<file path="src/rtl/calc_cmd_issuer.sv">
// calc_cmd_issuer: buffers calculator commands in a small FIFO, issues them one
// at a time (operands + one-cycle Go), waits for Done and hands the captured
// result to a valid/ready consumer. A watchdog turns a missing Done into a
// timeout result so the queue never stalls.
//
// Handshakes: a transfer happens on the rising clk edge where valid && ready
// are both high. A producer holds its payload steady while valid is high and
// ready is low; res_* is held stable in HOLD until res_ready is seen.
module calc_cmd_issuer #(
    parameter int DEPTH   = 4,
    parameter int TIMEOUT = 15
) (
    input  logic                     clk,
    input  logic                     rst,
    input  logic                     cmd_valid,
    output logic                     cmd_ready,
    input  logic [2:0]               cmd_in1,
    input  logic [2:0]               cmd_in2,
    input  logic [1:0]               cmd_op,
    output logic [2:0]               calc_in1,
    output logic [2:0]               calc_in2,
    output logic [1:0]               calc_op,
    output logic                     calc_go,
    input  logic                     calc_done,
    input  logic [2:0]               calc_out,
    output logic                     res_valid,
    input  logic                     res_ready,
    output logic [2:0]               res_data,
    output logic [1:0]               res_op,
    output logic                     res_timeout,
    output logic                     busy,
    output logic [$clog2(DEPTH):0]   fifo_count
);
    localparam int AW = $clog2(DEPTH);
    localparam int CW = AW + 1;
    localparam int TW = $clog2(TIMEOUT) + 1;

    typedef enum logic [1:0] {
        IDLE  = 2'd0,
        ISSUE = 2'd1,
        WAIT  = 2'd2,
        HOLD  = 2'd3
    } state_t;

    state_t        state_q, state_d;
    logic [7:0]    fifo_mem_q [DEPTH];
    logic [AW-1:0] wr_ptr_q, wr_ptr_d;
    logic [AW-1:0] rd_ptr_q, rd_ptr_d;
    logic [CW-1:0] count_q, count_d;
    logic [TW-1:0] timer_q, timer_d;
    logic [2:0]    in1_q, in1_d, in2_q, in2_d;
    logic [1:0]    op_q, op_d;
    logic [2:0]    res_data_q, res_data_d;
    logic [1:0]    res_op_q, res_op_d;
    logic          res_timeout_q, res_timeout_d;
    logic          push, pop;
    logic [7:0]    head;

    // No full-bypass: readiness depends on the registered count only.
    assign cmd_ready = (count_q < CW'(DEPTH));
    assign push      = cmd_valid && cmd_ready;
    assign head      = fifo_mem_q[rd_ptr_q];

    // Moore outputs decoded straight from the state register.
    assign calc_go     = (state_q == ISSUE);
    assign res_valid   = (state_q == HOLD);
    assign busy        = (state_q != IDLE);
    assign calc_in1    = in1_q;
    assign calc_in2    = in2_q;
    assign calc_op     = op_q;
    assign res_data    = res_data_q;
    assign res_op      = res_op_q;
    assign res_timeout = res_timeout_q;
    assign fifo_count  = count_q;

    // Command storage; entries are packed {op, in2, in1}.
    always_ff @(posedge clk) begin
        if (push) fifo_mem_q[wr_ptr_q] <= {cmd_op, cmd_in2, cmd_in1};
    end

    // FIFO pointer and occupancy update; pointers wrap naturally (DEPTH is 2^n).
    always_comb begin
        wr_ptr_d = wr_ptr_q;
        rd_ptr_d = rd_ptr_q;
        count_d  = count_q;
        if (push) wr_ptr_d = wr_ptr_q + AW'(1);
        if (pop)  rd_ptr_d = rd_ptr_q + AW'(1);
        if (push && !pop)      count_d = count_q + CW'(1);
        else if (!push && pop) count_d = count_q - CW'(1);
    end

    // Sequencer: next state, pop request, operand load, watchdog and result capture.
    always_comb begin
        state_d       = state_q;
        pop           = 1'b0;
        timer_d       = timer_q;
        in1_d         = in1_q;
        in2_d         = in2_q;
        op_d          = op_q;
        res_data_d    = res_data_q;
        res_op_d      = res_op_q;
        res_timeout_d = res_timeout_q;
        case (state_q)
            IDLE: begin
                // A Done still high from a previous run blocks the next issue.
                if (count_q != '0 && !calc_done) begin
                    pop     = 1'b1;
                    in1_d   = head[2:0];
                    in2_d   = head[5:3];
                    op_d    = head[7:6];
                    state_d = ISSUE;
                end
            end
            ISSUE: begin
                timer_d = '0;
                state_d = WAIT;
            end
            WAIT: begin
                timer_d = timer_q + TW'(1);
                // Done takes priority over a watchdog expiry in the same cycle.
                if (calc_done) begin
                    res_data_d    = calc_out;
                    res_op_d      = op_q;
                    res_timeout_d = 1'b0;
                    state_d       = HOLD;
                end else if (timer_q == TW'(TIMEOUT - 1)) begin
                    res_data_d    = '0;
                    res_op_d      = op_q;
                    res_timeout_d = 1'b1;
                    state_d       = HOLD;
                end
            end
            HOLD: begin
                if (res_ready) state_d = IDLE;
            end
            default: state_d = IDLE;
        endcase
    end

    // State, pointer and datapath registers; reset discards any in-flight work.
    always_ff @(posedge clk or posedge rst) begin
        if (rst) begin
            state_q       <= IDLE;
            wr_ptr_q      <= '0;
            rd_ptr_q      <= '0;
            count_q       <= '0;
            timer_q       <= '0;
            in1_q         <= '0;
            in2_q         <= '0;
            op_q          <= '0;
            res_data_q    <= '0;
            res_op_q      <= '0;
            res_timeout_q <= 1'b0;
        end else begin
            state_q       <= state_d;
            wr_ptr_q      <= wr_ptr_d;
            rd_ptr_q      <= rd_ptr_d;
            count_q       <= count_d;
            timer_q       <= timer_d;
            in1_q         <= in1_d;
            in2_q         <= in2_d;
            op_q          <= op_d;
            res_data_q    <= res_data_d;
            res_op_q      <= res_op_d;
            res_timeout_q <= res_timeout_d;
        end
    end
endmodule

</file>
<file path="config.mk">
export PLATFORM = sky130hd
export DESIGN_NAME = calc_cmd_issuer
export DESIGN_NICKNAME = d
export VERILOG_FILES = /design/src/rtl/calc_cmd_issuer.sv
export SDC_FILE = /design/constraint.sdc
export NUM_CORES = 1
export LEC_CHECK = 0
export ABC_AREA = 1
export CAP_MARGIN = 5
export CORE_ASPECT_RATIO = 1.75
export CORE_MARGIN = 3
export CORE_UTILIZATION = 40
export CTS_CLUSTER_SIZE = 8
export DETAILED_ROUTE_END_ITERATION = 7
export PLACE_DENSITY = 0.66
export SLEW_MARGIN = 10
export SYNTH_ARGS = -nofsm -noshare
export SYNTH_HDL_FRONTEND = slang
export SYNTH_SLANG_ARGS = --single-unit
</file>
<file path="constraint.sdc">
create_clock -name clk -period 2.28 [get_ports clk]
set_input_delay 0.342 -clock clk [delete_from_list [all_inputs] [get_ports clk]]
set_output_delay 0.342 -clock clk [all_outputs]
set_load 0.02 [all_outputs]
</file>
==> run summary, run 1 <==
The share of the cycle needed by the critical path after routing came out at 91.41%. Counting every net in the synthesized netlist gives 267. Counting every sink on the clock net gives 60.

In this run the remaining antenna-violating nets after routing total 0. The pin count of the biggest net entering global routing is 29. Counting flops with an async set or reset pin after synthesis yields a share of 46.67%.

The logs give 0.32 ns for the clock latency reported for the late side of the worst-skew pair and 6276 um2 for the core area. The worst-path maximum fanout is 4, and the data required time of the worst path is 1.94 ns. The top cell type by total area after synthesis is sky130_fd_sc_hd__edfxtp_1. Synthesis inferred 60 register bits. The area added between synthesis and finish was 24.93%.

The count of buffers added on input and output ports is 36. Walking the worst path, the cells encountered are inv_1 > ha_1 > inv_1 > clkdlybuf4s50_1. The worst hold path class was in2async. The number of setup buffers added after CTS is 0. For this run, the post-layout net count is 318. Global routing consumed, over all layers together, 13.88% of the routing resources. The finished cells cover 3292 um2.

The final routed wirelength across all metal layers is 4573 um, and the count of different cell masters after synthesis is 30. After synthesis, the largest area contributor takes up 36.47% of total cell area. The logs give 598 for the number of inserted filler cells in the final layout and 0.007111 ns for the clock skew after layout. The logs give 1,638 for the via count of the first global-routing pass and 0.3859 ns for the worst slack on hold paths.

VDD sags by at most 0.0009729 V. In this run the cell area of the synthesized design comes to 2635 um2. Top routing layer in use: met4. Wire segments on met2 add up to 2432 um in the final route.

The ratio of cells with drive above 1 in the final layout was 12.59%; the final critical path time including I/O delays and setup was 2.084 ns. Routability-driven placement finished with a final weighted congestion of 0.7385. The first global-routing pass estimated 7707 um of wire. The number of warning messages in the yosys log is 0, and the die boundary width is 67.36 um. The clock-pin slew of the registers on the worst-case setup and hold paths was 0.06 ns. The number of enable-type register cells in the synthesized netlist was 32; the maximum number of buffers from clock root to sink was 2. The total of cells resized after clock tree synthesis was 0; the number of search-and-repair iterations in the first detailed-routing pass was 4. The run finished with clean final reports. The initial utilization of the core area, before any placement, comes to 41.99%.

STA classifies the critical path endpoint as an output port. Most common cell type on the critical path: sky130_fd_sc_hd__inv_1. The met3 routed wirelength is 152 um, and the post-place instance area is 3100 um2.

The tools report the number of max-slew violations in the final report as 0. The logs give 0 for the post-route DRC violation count and 52.45% for the share of the core filled with cells in the final layout. Wire length per cell after detailed routing: 12.23 um. Summed over all cells, the static leakage comes to 1.396 nW. The number of antenna diodes in the final layout is 0. The largest single stage delay on the critical path is 0.63 ns.

The initial antenna violation count was 0; the cell count after placement was 358. Clock tree synthesis selected as its root buffer the cell sky130_fd_sc_hd__clkbuf_8. Leaving out fill and tap cells, the most frequent cells in the layout are sky130_fd_sc_hd__nand2_1 (48), sky130_fd_sc_hd__clkdlybuf4s50_1 (36), sky130_fd_sc_hd__edfxtp_1 (32), sky130_fd_sc_hd__nor2_1 (28), sky130_fd_sc_hd__dfrtp_1 (28). The die boundary height is 113.4 um. The tools report the cell count after synthesis as 238.

The run gives 0 as the number of endpoints with negative hold slack in the final report. After detailed routing, the number of vias per cell comes to 4.628. Met1 wire length: 1876 um. Count of pins on the block boundary: 37. The leading cell type in the layout, fill and taps excluded was sky130_fd_sc_hd__nand2_1. The aggregate global routing overflow is 0, and the total setup violations reported at the end of the flow is 0. The worst setup path is of the reg2out kind. The routed layout has 1,731 vias. For the final HPWL from detailed placement, the log shows 3303 um. Master of the slowest instance on the critical path: sky130_fd_sc_hd__clkdlybuf4s50_1. The total of hold buffers inserted after clock tree synthesis was 0; the number of placement rows was 38. The max-cap violation count came out at 0.

The deepest level of the CTS H-tree is 3. Sequential cells were found to cover 63.06% of the synthesized design area. Die area: 7636 um2.

The nature of the critical path startpoint is a register. The actual transition at the worst max-transition pin came out at 0.7063 ns. Predominant post-synthesis flop cell: sky130_fd_sc_hd__edfxtp_1. The synthesized area per cell is 11.07 um2. The endpoint arrival time on the critical path came out at 1.74 ns. Setup repair after global routing left no endpoint under its margin. In this run, CTS created clock tree buffers numbering 9.

The number of DRC markers in iteration 0 came out at 87. Yosys attributes the largest share of cell area to sky130_fd_sc_hd__edfxtp_1 (36%), sky130_fd_sc_hd__dfrtp_1 (27%), sky130_fd_sc_hd__nand2_1 (6.8%). The power density over cell area works out to 1319 nW/um2. Timing would allow up to 479.8 MHz. The number of standard cells in the layout, taps in and fillers out came out at 374. The tools report the worst-case headroom to the max-slew limit as 52.92%. Accumulated negative setup slack: 0 ns.

TritonCTS built the clock tree.
[path summary, 6_finish.rpt]
kind                                  start             to  slack [ns]  cells past startpoint
worst max-delay path             state_q[0]           busy        0.20                      4
worst min-delay path                    rst  fifo_count[2]        0.39                      3
worst max register to register   state_q[1]  fifo_count[1]        0.29                      9
worst min register to register  res_data[0]    res_data[0]        0.47                      2
max in group asynchronous               rst    res_data[0]        1.63                      3
min in group clk                res_data[0]    res_data[0]        0.47                      2
[report_power, final]
part           switching [mW]  internal (mW)
sequential              0.243           1.46
combinational            1.01          0.771
clock                   0.348          0.512
[state kept, by name, indices dropped and copies added, names as in the netlist]
| register | flops |
|---|---|
| fifo_mem_q | 32 |
| timer_q | 5 |
| calc_in1 | 3 |
| calc_in2 | 3 |
| fifo_count | 3 |
| res_data | 3 |
| calc_op | 2 |
| rd_ptr_q | 2 |
| res_op | 2 |
| state_q | 2 |
| wr_ptr_q | 2 |
| res_timeout | 1 |
[worst max-delay path, delay by kind of cell, from the launching register on]
family,cells,cell delay (ns)
adder cells (fa/ha/maj),1,0.21
buffers and inverters,3,0.83
flip-flops,1,0.39
[cell type report]
cell class                 instances  area, um2  share of cell area [%]
clock inverter                     1      5.005                  0.1520
multi-input combinational        147      805.8                   24.48
inverter                          26      105.1                   3.193
tap                               80      100.1                   3.041
sequential                        60       1662                   50.47
clock buffer                      15      186.4                   5.663
timing repair buffer              45      427.9                   13.00
[through the flow]
stage,worst slack [ns],total power [mW]
detailed placement,0.09841,3.528
floorplan,0.1988,2.899
global placement,0.1235,3.509
CTS,0.1596,4.414
global route,0.1014,4.695
finish,0.1959,4.341
[layer usage]
metal,vias up,GRT usage (%)
met1,803,16.68
li1,893,-
met2,28,22.08
met4,0,6.911
met3,7,4.335
met5,-,0
[synth_stat cells (all sizes together) (2+ instances only)]
library cell / n
a21oi: 4
buf: 5
dfrtp: 28
edfxtp: 32
ha: 12
inv: 26
nand2: 50
nand3: 3
nand4: 3
nor2: 32
nor3: 2
o21ai: 25
o22ai: 7
xor2: 3
[kinds of logic (layout without fill, tap and decap cells)]
kind of cell               after synthesis  after routing  share of synthesized area, %
and+or+nand+nor                         92             92                         14.62
buffers and inverters                   31             87                         6.362
adders and majority gates               13             13                         6.458
DFF                                     60             60                         63.06
AOI/OAI and AO/OA                       37             37                         7.740
xor gates and xnor gates                 4              4                         1.330
muxes                                    1              1                        0.4273
Power figures use the tool's default switching activity.
==> inputs of run 2 (changes only) <==
--- a/config.mk
+++ b/config.mk
@@ -9,10 +9,10 @@
 export CAP_MARGIN = 5
 export CORE_ASPECT_RATIO = 1.75
 export CORE_MARGIN = 3
-export CORE_UTILIZATION = 40
+export CORE_UTILIZATION = 54
 export CTS_CLUSTER_SIZE = 8
 export DETAILED_ROUTE_END_ITERATION = 7
-export PLACE_DENSITY = 0.66
+export PLACE_DENSITY = 0.89
 export SLEW_MARGIN = 10
 export SYNTH_ARGS = -nofsm -noshare
 export SYNTH_HDL_FRONTEND = slang
==> run summary, run 2 (synthesized netlist as in run 1, its figures left out) <==
The flow ran to the end, and the final reports show no timing, DRC or antenna violations. In the final layout, the multi-input gates occupy 805.8 um2. CTS root buffer: sky130_fd_sc_hd__clkbuf_8. The floorplan step defined a die boundary enclosing 5787 um2. For flop-to-flop paths, the worst setup slack is 0.26 ns. After clock tree synthesis, the flow added hold-fix buffers numbering 0.

Clock tree synthesis found a total of 60 sinks. STA classifies the critical path endpoint as an output port. In the global route stage, met1 resource usage came out at 21.29%. The share of the cycle needed by the critical path after routing is 91.61%.

For the number of setup buffers added after CTS, the log shows 0. The critical path goes through inv_1 > ha_1 > inv_1 > clkdlybuf4s50_1. The floorplan has 33 rows. Wires add up to 4902 um. Across the whole layout, storage elements account for 1662 um2. The delay of the slowest cell on the worst path is 0.62 ns, and the power density over cell area is 1393 nW/um2. The number of clock buffers added by TritonCTS is 9. The initial antenna violation count is 0. After floorplanning, the core was sized to cover 4707 um2. For this run, global-route usage on met3 was measured as 4.849%. At the worst endpoint, the required time is 1.94 ns. In the final routed layout, each cell accounts on average for 14.21 um. From bottom edge to top edge, the die measures 98.41 um. Ratio of cells with drive above 1 in the final layout: 11.95%. The tools report the worst supply voltage drop on vdd as 0.001110 V. The detail route stage leaves a number of antenna-violating nets equal to 0. STA classifies the critical path startpoint as a register. In this design, the critical path's most frequently occurring cell is sky130_fd_sc_hd__inv_1. The logs give 1.407 nW for the leakage dissipation and 2 for the maximum number of buffers from clock root to sink. The run gives 0 as the number of max-slew violations in the final report.

The count of buffers added on input and output ports is 36. During I/O placement, the number of pins put on the boundary was 37. The largest individual stage delay along the critical path comes from the cell sky130_fd_sc_hd__clkdlybuf4s50_1.

Measured along the x axis, the die boundary spans 58.81 um. The total design power was 4.579 mW. Setup repair after global routing left no endpoint under its margin.

Setup violations remaining at the end of the flow were counted as 0. Global routing used 30.41% of the available met2 tracks. Area added between synthesis and finish: 24.79%. For the worst setup path, the data arrival time is 1.75 ns. The congestion estimate from routability-driven global placement came to 0.7436.

Of all nets on the critical path, the largest fanout is 4. The layer with the highest usage after global routing was met2. Post-CTS repair changed the size of 0 cells. Detailed placement ended at an HPWL of 3317 um. The number of nets in the final layout is 317. Grouping stages by cell kind, the critical path spends the most delay in buffers and inverters. Routed via count: 1,808. The actual transition at the worst max-transition pin is 0.7770 ns, and the clock latency reported for the late side of the worst-skew pair is 0.34 ns. The register with the most flip-flops in the final layout is fifo_mem_q. The via count of the first global-routing pass came out at 1,847. The largest registers in the layout are fifo_mem_q: 32 flops, timer_q: 5 flops. TritonCTS built the clock tree. Timing would allow up to 478.7 MHz. The deepest level of the CTS H-tree is 3, and the number of vias per cell is 5.241. Before antenna repair, the detailed router went through 4 iterations. The logs give 0 for the number of endpoints with negative hold slack in the final report and 352 for the number of inserted filler cells in the final layout. The worst path needs 2.089 ns of the cycle, external delays included. The worst hold path class is in2async. The total overflow left after global routing is 0.

Number of buffers and inverters on the critical path: 3. For the worst-case headroom to the max-slew limit, the log shows 48.20%. The clock arrives with 0.008718 ns of skew. The max-cap violation count is 0. The critical path start-end classification was reg2out. The first global-routing pass estimated 8197 um of wire. The effective utilization at floorplan is 55.98%, and the clock-pin slew of the registers on the worst-case setup and hold paths is 0.07 ns.

Entering global routing, the biggest net connects 29 pins. 0 antenna diodes ended up in the layout. The library cell used most frequently in the layout, excluding fill and tap cells, is sky130_fd_sc_hd__nand2_1. The logs give 69 for the number of DRC markers in iteration 0 and 0 ns for the accumulated negative setup slack. Leaving out fill and tap cells, the most frequent cells in the layout are sky130_fd_sc_hd__nand2_1 (48), sky130_fd_sc_hd__clkdlybuf4s50_1 (36), sky130_fd_sc_hd__edfxtp_1 (32), sky130_fd_sc_hd__nor2_1 (28), sky130_fd_sc_hd__dfrtp_1 (28).

For the post-route DRC violation count, the log shows 0. The global-route usage over all layers came out at 19.31%. The flip-flop count of the largest register after layout works out to 32.
-- run 2: cell count changes in the layout (fill, tap and decap cells not counted), sizes merged --
cell / before / now
buf: 9 / 8
bufinv: 0 / 3
clkbuf: 15 / 10
clkinv: 1 / 3
-- run 2: final cells by class --
class / instances / area share (%)
Sequential cell: 60 / 50.53
Timing Repair Buffer: 44 / 12.79
Tap cell: 52 / 1.979
Multi-Input combinational cell: 147 / 24.51
Clock inverter: 6 / 3.120
Clock buffer: 10 / 3.881
Inverter: 26 / 3.196
-- run 2: final timing paths --
check	start	to	cells after the start
max	state_q[0]	busy	4
min	rst	calc_op[0]	3
max reg2reg	state_q[0]	fifo_count[2]	11
min reg2reg	calc_in2[0]	calc_in2[0]	2
max in group asynchronous	rst	state_q[1]	3
min in group clk	calc_in2[0]	calc_in2[0]	2
-- run 2: per-stage QoR --
| stage | util [%] | hold WS (ns) | setup slack, ns | std cells | cell area [um2] |
|---|---|---|---|---|---|
| 2_1_floorplan | - | 0.4074 | 0.1988 | 238 | 2635 |
| 3_3_place_gp | 64.97 | 0.4580 | 0.1169 | 329 | 3058 |
| 3_5_place_dp | 64.97 | 0.4650 | 0.06778 | 329 | 3058 |
| 4_1_cts | 69.86 | 0.3867 | 0.1689 | 345 | 3288 |
| 5_1_grt | 69.86 | 0.4005 | 0.06647 | 345 | 3288 |
| 6_report | 69.86 | 0.3788 | 0.1912 | 345 | 3288 |
-- run 2: tightest hold or removal path: stages --
cell	delay [ns]
sky130_fd_sc_hd__clkdlybuf4s50_1	0.39
sky130_fd_sc_hd__inv_1	0.05
sky130_fd_sc_hd__buf_4	0.34
-- run 2: per-layer routing --
layer,up-vias,wire length (um),part of all wire (%)
li1,891,-,-
met2,46,2583,53
met1,858,1945,40
met5,-,0,0
met3,13,203,4.1
met4,0,169,3.4
-- run 2: report_power, final --
part,switching (mW),internal [mW],leakage [nW]
clock network,0.384,0.717,0.115
logic,1.01,0.760,0.651
registers,0.257,1.45,0.640
total,1.65,2.93,1.41
